### config.mk
export PLATFORM = sky130hd
export DESIGN_NAME = credit_manager
export DESIGN_NICKNAME = d
export VERILOG_FILES = /design/src/rtl/credit_manager_pkg.sv /design/src/rtl/credit_manager_sat_add16.sv /design/src/rtl/credit_manager.sv
export SDC_FILE = /design/constraint.sdc
export NUM_CORES = 1
export LEC_CHECK = 0
export CORE_MARGIN = 4
export CORE_UTILIZATION = 50
export DETAILED_ROUTE_END_ITERATION = 16
export HOLD_SLACK_MARGIN = 0.03
export PLACE_DENSITY = 0.76
export SYNTH_ARGS = -nofsm -noshare
export SYNTH_HDL_FRONTEND = slang
export SYNTH_SLANG_ARGS = --single-unit
### constraint.sdc
create_clock -name clk -period 4.9 [get_ports clk]
set_input_delay 0.98 -clock clk [delete_from_list [all_inputs] [get_ports clk]]
set_output_delay 0.98 -clock clk [all_outputs]
set_load 0.01 [all_outputs]
### src/rtl/credit_manager_pkg.sv
// -----------------------------------------------------------------------------
// credit_manager_pkg
// Shared definitions for the slot-machine credit manager: FSM state
// encodings, default parameter values, and a helper that picks the count-up
// step for the payout animation.
// -----------------------------------------------------------------------------
package credit_manager_pkg;

    typedef enum logic [1:0] {
        ST_IDLE = 2'd0,
        ST_SPIN = 2'd1,
        ST_PAY  = 2'd2
    } state_t;

    localparam int unsigned DEF_START_CREDITS = 32'd100;
    localparam int unsigned DEF_BET           = 32'd1;
    localparam int unsigned DEF_BIG_STEP      = 32'd10;
    localparam int unsigned DEF_BIG_MIN       = 32'd100;

    // Large wins count up in big increments so the animation stays short;
    // the tail end counts one credit at a time.
    function automatic logic [15:0] pay_step(
        input logic [15:0] remaining,
        input logic [15:0] big_step,
        input logic [15:0] big_min
    );
        logic [15:0] step;
        if (remaining >= big_min) begin
            step = big_step;
        end else begin
            step = 16'd1;
        end
        return step;
    endfunction

endpackage

### src/rtl/credit_manager_sat_add16.sv
// -----------------------------------------------------------------------------
// sat_add16
// 16-bit unsigned saturating adder. The sum is formed 17 bits wide so no
// wrap-around can occur; any sum reaching 16'hFFFF clamps to 16'hFFFF.
// Ports:
//   i_a, i_b  in  16  operands
//   o_sum     out 16  clamped sum
//   o_sat     out 1   high when the result was clamped
// -----------------------------------------------------------------------------
module sat_add16 (
    input  logic [15:0] i_a,
    input  logic [15:0] i_b,
    output logic [15:0] o_sum,
    output logic        o_sat
);

    logic [16:0] w_sum17;

    assign w_sum17 = {1'b0, i_a} + {1'b0, i_b};

    // Clamp: reaching the all-ones value counts as saturation.
    always_comb begin
        if (w_sum17 >= 17'h0FFFF) begin
            o_sat = 1'b1;
            o_sum = 16'hFFFF;
        end else begin
            o_sat = 1'b0;
            o_sum = w_sum17[15:0];
        end
    end

endmodule

### src/rtl/credit_manager.sv
// -----------------------------------------------------------------------------
// credit_manager
// Credit bookkeeping for a slot machine. A spin costs BET credits; when the
// reels stop the payout is counted back into the balance one tick at a time.
// Ports:
//   clk          in  1   clock, rising edge
//   rst_n        in  1   asynchronous active-low reset
//   tick         in  1   count-up pacing strobe
//   spin_btn     in  1   spin request
//   reels_done   in  1   reels stopped, payout valid
//   payout       in  16  win amount
//   spin_start   out 1   registered pulse starting the reels
//   credits      out 16  credit balance (registered)
//   win_display  out 16  current/last win (registered)
//   busy         out 1   state is not IDLE
//   no_credit    out 1   credits below BET
// -----------------------------------------------------------------------------
module credit_manager
    import credit_manager_pkg::*;
#(
    parameter int unsigned START_CREDITS = DEF_START_CREDITS,
    parameter int unsigned BET           = DEF_BET,
    parameter int unsigned BIG_STEP      = DEF_BIG_STEP,
    parameter int unsigned BIG_MIN       = DEF_BIG_MIN
) (
    input  logic        clk,
    input  logic        rst_n,
    input  logic        tick,
    input  logic        spin_btn,
    input  logic        reels_done,
    input  logic [15:0] payout,
    output logic        spin_start,
    output logic [15:0] credits,
    output logic [15:0] win_display,
    output logic        busy,
    output logic        no_credit
);

    localparam logic [15:0] START16    = 16'(START_CREDITS);
    localparam logic [15:0] BET16      = 16'(BET);
    localparam logic [15:0] BIG_STEP16 = 16'(BIG_STEP);
    localparam logic [15:0] BIG_MIN16  = 16'(BIG_MIN);

    state_t      r_state;
    state_t      w_next_state;
    logic [15:0] r_credits;
    logic [15:0] r_win;
    logic [15:0] r_remaining;
    logic        r_spin_start;

    logic        w_spin_ok;
    logic [15:0] w_step;
    logic [15:0] w_credit_sum;
    logic        w_sat;
    logic        w_pay_last;

    assign w_spin_ok = (r_state == ST_IDLE) && spin_btn && (r_credits >= BET16);
    assign w_step    = pay_step(r_remaining, BIG_STEP16, BIG_MIN16);
    // Last count-up tick: either the balance clamps or the remainder is used up
    // (<= also covers a remainder smaller than the step).
    assign w_pay_last = w_sat || (r_remaining <= w_step);

    sat_add16 u_sat_add (
        .i_a   (r_credits),
        .i_b   (w_step),
        .o_sum (w_credit_sum),
        .o_sat (w_sat)
    );

    // State register.
    always_ff @(posedge clk or negedge rst_n) begin
        if (!rst_n) begin
            r_state <= ST_IDLE;
        end else begin
            r_state <= w_next_state;
        end
    end

    // Next-state logic.
    always_comb begin
        w_next_state = r_state;
        case (r_state)
            ST_IDLE: begin
                if (w_spin_ok) begin
                    w_next_state = ST_SPIN;
                end else begin
                    w_next_state = ST_IDLE;
                end
            end
            ST_SPIN: begin
                if (reels_done) begin
                    w_next_state = (payout != 16'd0) ? ST_PAY : ST_IDLE;
                end else begin
                    w_next_state = ST_SPIN;
                end
            end
            ST_PAY: begin
                if (tick && w_pay_last) begin
                    w_next_state = ST_IDLE;
                end else begin
                    w_next_state = ST_PAY;
                end
            end
            default: begin
                w_next_state = ST_IDLE;
            end
        endcase
    end

    // Status outputs decoded from registered state.
    always_comb begin
        busy      = (r_state != ST_IDLE);
        no_credit = (r_credits < BET16);
    end

    // Credit, win and remaining-payout datapath plus the spin_start pulse.
    always_ff @(posedge clk or negedge rst_n) begin
        if (!rst_n) begin
            r_credits    <= START16;
            r_win        <= 16'd0;
            r_remaining  <= 16'd0;
            r_spin_start <= 1'b0;
        end else begin
            r_spin_start <= w_spin_ok;
            case (r_state)
                ST_IDLE: begin
                    if (w_spin_ok) begin
                        r_credits <= r_credits - BET16;
                        r_win     <= 16'd0;
                    end
                end
                ST_SPIN: begin
                    if (reels_done) begin
                        r_win       <= payout;
                        r_remaining <= payout;
                    end
                end
                ST_PAY: begin
                    if (tick) begin
                        r_credits   <= w_credit_sum;
                        // Saturation discards whatever was still owed.
                        r_remaining <= w_pay_last ? 16'd0 : (r_remaining - w_step);
                    end
                end
                default: begin
                    r_remaining <= 16'd0;
                end
            endcase
        end
    end

    assign spin_start  = r_spin_start;
    assign credits     = r_credits;
    assign win_display = r_win;

endmodule

==> key figures <==
Status
  – Status: finished, final reports clean

Synthesis
  – Flip-flop and latch count after synthesis: 51
  – Average size of a mapped cell: 8.22 um^2
  – Count of flip-flops with a built-in enable after synthesis: 0
  – Cell area after technology mapping: 3670 um^2
  – Commonest register cell after synthesis: sky130_fd_sc_hd__dfrtp_1
  – Synth warn: 0
  – Synthesized net count: 482
  – Netlist cell types: 71
  – Cell count after synthesis: 447
  – Sequential-to-total area share from yosys stat: 0.349
  – Share of synthesized flip-flops with an asynchronous set or reset: 1.00

Drt
  – Total wire length after detailed routing: 10800 um
  – WL per Instance: 18.6 um
  – Drc violations: 0
  – Number of vias in the routed layout: 3678
  – ANT nets after route: 0
  – DR pass1 iterations: 5
  – Routed metal-1 wire length: 4520 um
  – Met2 Wirelength: 5250 um
  – Highest routed layer: met4
  – 1st-iter DRT viols: 235
  – Vias per std cell: 6.33
  – Wire length on met3: 658 um

Global route
  – Maximum number of pins on one net before global-route repair: 52
  – Antenna violations before repair: 0
  – Global-route wire length before repair: 17500 um
  – Global-route usage over all layers: 0.247
  – GRT overflow: 0
  – Number of global-route vias before repair: 3620

Clock network
  – CTS tree: done
  – Root buffer selected by CTS: sky130_fd_sc_hd__clkbuf_8
  – Buffer count from post-CTS setup fixing: 0
  – Total CTS buffers: 5
  – Hold-fix buffer count after cts: 0
  – Clock slew seen by the registers of the worst setup and hold paths: 0.10 ns
  – Number of cells upsized or downsized after cts: 0
  – Source-to-sink clock delay at the later pin of the worst-skew pair: 0.31 ns
  – Max H-tree Level: 2
  – Longest Clk Path Bufs: 2
  – Number of sinks on the clock net: 51

Critical path
  – Setup crit start: r_remaining[11]
  – Launch instance of the worst register-to-register path: r_remaining[11]
  – Required @ worst endpoint: 5.08 ns
  – Critical path startpoint category: register
  – CP Class: reg2reg
  – Worst Path Arrival: 4.67 ns
  – Setup crit end kind: register
  – Critical path peak fanout: 15

Floorplanning
  – Core outline area: 6980 um^2
  – Num ports: 56
  – Die span in y: 93.7 um
  – Initial core utilization: 0.526
  – Die ar.: 8780 um^2
  – Std cell rows: 30
  – Horiz. Die Dim: 93.7 um

Layout
  – Fin nets: 519
  – Commonest non-fill, non-tap cell in the layout: sky130_fd_sc_hd__nand2_1
  – Final cell utilization of the core: 0.620
  – Growth of design area from synthesis to finish: 17.9%
  – Register area: 1280 um^2
  – Layout fillers: 634
  – Fraction of layout instances using a drive strength above 1: 0.0722
  – Top library cells by usage in the layout, fill and taps aside: sky130_fd_sc_hd__nand2_1, sky130_fd_sc_hd__clkdlybuf4s50_1, sky130_fd_sc_hd__dfrtp_1
  – Area used by multi-input combinational logic: 2190 um^2
  – Cell area after layout: 4330 um^2
  – Number of antenna cells inserted: 0

STA
  – RSZ-0062 raised after global routing: false
  – Setup TNS Final: 0 ns
  – Final Max Slew Viols: 0
  – Worst rel slew slack: 0.431
  – Final Hold Vio Count: 0
  – Portion of the clock cycle consumed by the worst path in the final layout: 0.916
  – Fmax: 223 MHz
  – Setup violations, final: 0
  – Final min period: 4.49 ns
  – Worst Skew: 0.0139 ns
  – Slew at the pin with the worst max-slew slack: 0.851 ns

Place
  – Placed cell areas: 4220 um^2
  – Final weighted congestion in routability-driven placement: 0.935
  – Final HPWL from detailed placement: 7840 um
  – Count of input and output buffers: 55

Pwr
  – Maximum vdd drop: 0.407 mV
  – Leakage dissipation: 1.75 nW
  – Power density over cell area: 794 nW/um^2

Min path
  – Hold path startpoint: win_display[7]
  – Worst min path class: reg2reg

Job
  – Max capacitance violation total: 0
==> critical path: stages (launching register included) <==
cell	delay, ns
sky130_fd_sc_hd__dfrtp_1	0.46
sky130_fd_sc_hd__nor4_2	0.39
sky130_fd_sc_hd__nand2_1	0.10
sky130_fd_sc_hd__or3_1	0.46
sky130_fd_sc_hd__inv_1	0.21
sky130_fd_sc_hd__ha_1	0.22
sky130_fd_sc_hd__inv_1	0.06
sky130_fd_sc_hd__fa_1	0.45
sky130_fd_sc_hd__o21ai_0	0.55
sky130_fd_sc_hd__a32oi_1	0.11
sky130_fd_sc_hd__o22a_1	0.26
sky130_fd_sc_hd__or3_1	0.41
sky130_fd_sc_hd__nor2_4	0.33
sky130_fd_sc_hd__nor3_1	0.09
sky130_fd_sc_hd__o41ai_1	0.27
==> layer usage <==
metal / GRT usage / vias to the layer above
met2: 0.429 / 160
met3: 0.0377 / 39
met5: 0 / -
met4: 0.106 / 0
li1: - / 1727
met1: 0.304 / 1752
==> registers in the layout (all words and copies together) (netlist names) <==
signal / flops
spin_start: 1
r_state: 2
r_remaining: 16
win_display: 16
credits: 16
==> metrics by stage <==
stage	hold WS, ns	setup WS, ns	total power, mW	instances
3_5_place_dp	0.470	0.400	3.12	573
3_3_place_gp	0.461	0.591	3.09	573
6_report	0.488	0.410	3.44	581
2_1_floorplan	0.484	0.988	2.42	447
4_1_cts	0.492	0.342	3.40	581
5_1_grt	0.518	0.0921	3.73	581
==> synth_stat cells, types with 3 or more instances <==
library cell	number	area [um^2]
sky130_fd_sc_hd__a2bb2oi_1	6	52.6
sky130_fd_sc_hd__nand2b_1	6	37.5
sky130_fd_sc_hd__nor4_1	9	56.3
sky130_fd_sc_hd__o311ai_1	5	43.8
sky130_fd_sc_hd__and3_1	4	25.0
sky130_fd_sc_hd__nand4_1	7	43.8
sky130_fd_sc_hd__a22oi_1	11	82.6
sky130_fd_sc_hd__nor3_1	16	80.1
sky130_fd_sc_hd__buf_2	9	45.0
sky130_fd_sc_hd__nor2_1	29	109
sky130_fd_sc_hd__ha_1	12	150
sky130_fd_sc_hd__clkbuf_1	14	52.6
sky130_fd_sc_hd__nand2_1	65	244
sky130_fd_sc_hd__a21o_1	9	67.6
sky130_fd_sc_hd__o221ai_1	3	26.3
sky130_fd_sc_hd__dfstp_2	3	78.8
sky130_fd_sc_hd__o22ai_1	4	25.0
sky130_fd_sc_hd__nand3_1	23	115
sky130_fd_sc_hd__or3_1	6	37.5
sky130_fd_sc_hd__nor2b_1	5	31.3
sky130_fd_sc_hd__a32oi_1	3	26.3
sky130_fd_sc_hd__o21ai_1	5	25.0
sky130_fd_sc_hd__xor2_1	6	52.6
sky130_fd_sc_hd__o21ai_0	39	195
sky130_fd_sc_hd__dfrtp_1	48	1200
sky130_fd_sc_hd__inv_1	12	45.0
sky130_fd_sc_hd__a31oi_1	7	43.8
sky130_fd_sc_hd__buf_4	5	37.5
sky130_fd_sc_hd__a21oi_1	19	95.1
==> kinds of logic (layout without fill, tap and decap cells) <==
family / Yosys count / after routing / share of synthesized area
buf+inv: 45 / 83 / 0.0586
fa+ha+maj: 14 / 14 / 0.0518
simple gates: 189 / 189 / 0.263
compound gates: 140 / 140 / 0.259
xor+xnor: 8 / 8 / 0.0191
flops: 51 / 51 / 0.349
==> cell type report <==
class	instances	area share
Multi-Input combinational cell	351	0.506
Sequential cell	51	0.296
Timing Repair Buffer	60	0.135
Tap cell	96	0.0278
Clock buffer	6	0.0191
Inverter	15	0.0130
Clock inverter	2	0.00376
==> where the power goes <==
part	leakage (nW)	switching, mW	internal, mW
clock network	0.0474	0.146	0.116
logic	1.05	1.36	0.950
registers	0.648	0.263	0.605
total	1.75	1.77	1.67
==> path summary, 6_finish.rpt <==
path	to	slack, ns	cells after the start
min	win_display[7]	0.49	2
min in group asynchronous	win_display[7]	0.79	2
max reg2reg	credits[4]	0.41	14
max in group asynchronous	win_display[4]	3.65	2
max	credits[4]	0.41	14
min reg2reg	win_display[7]	0.49	2
No activity file was read; power rests on OpenSTA's default activity.
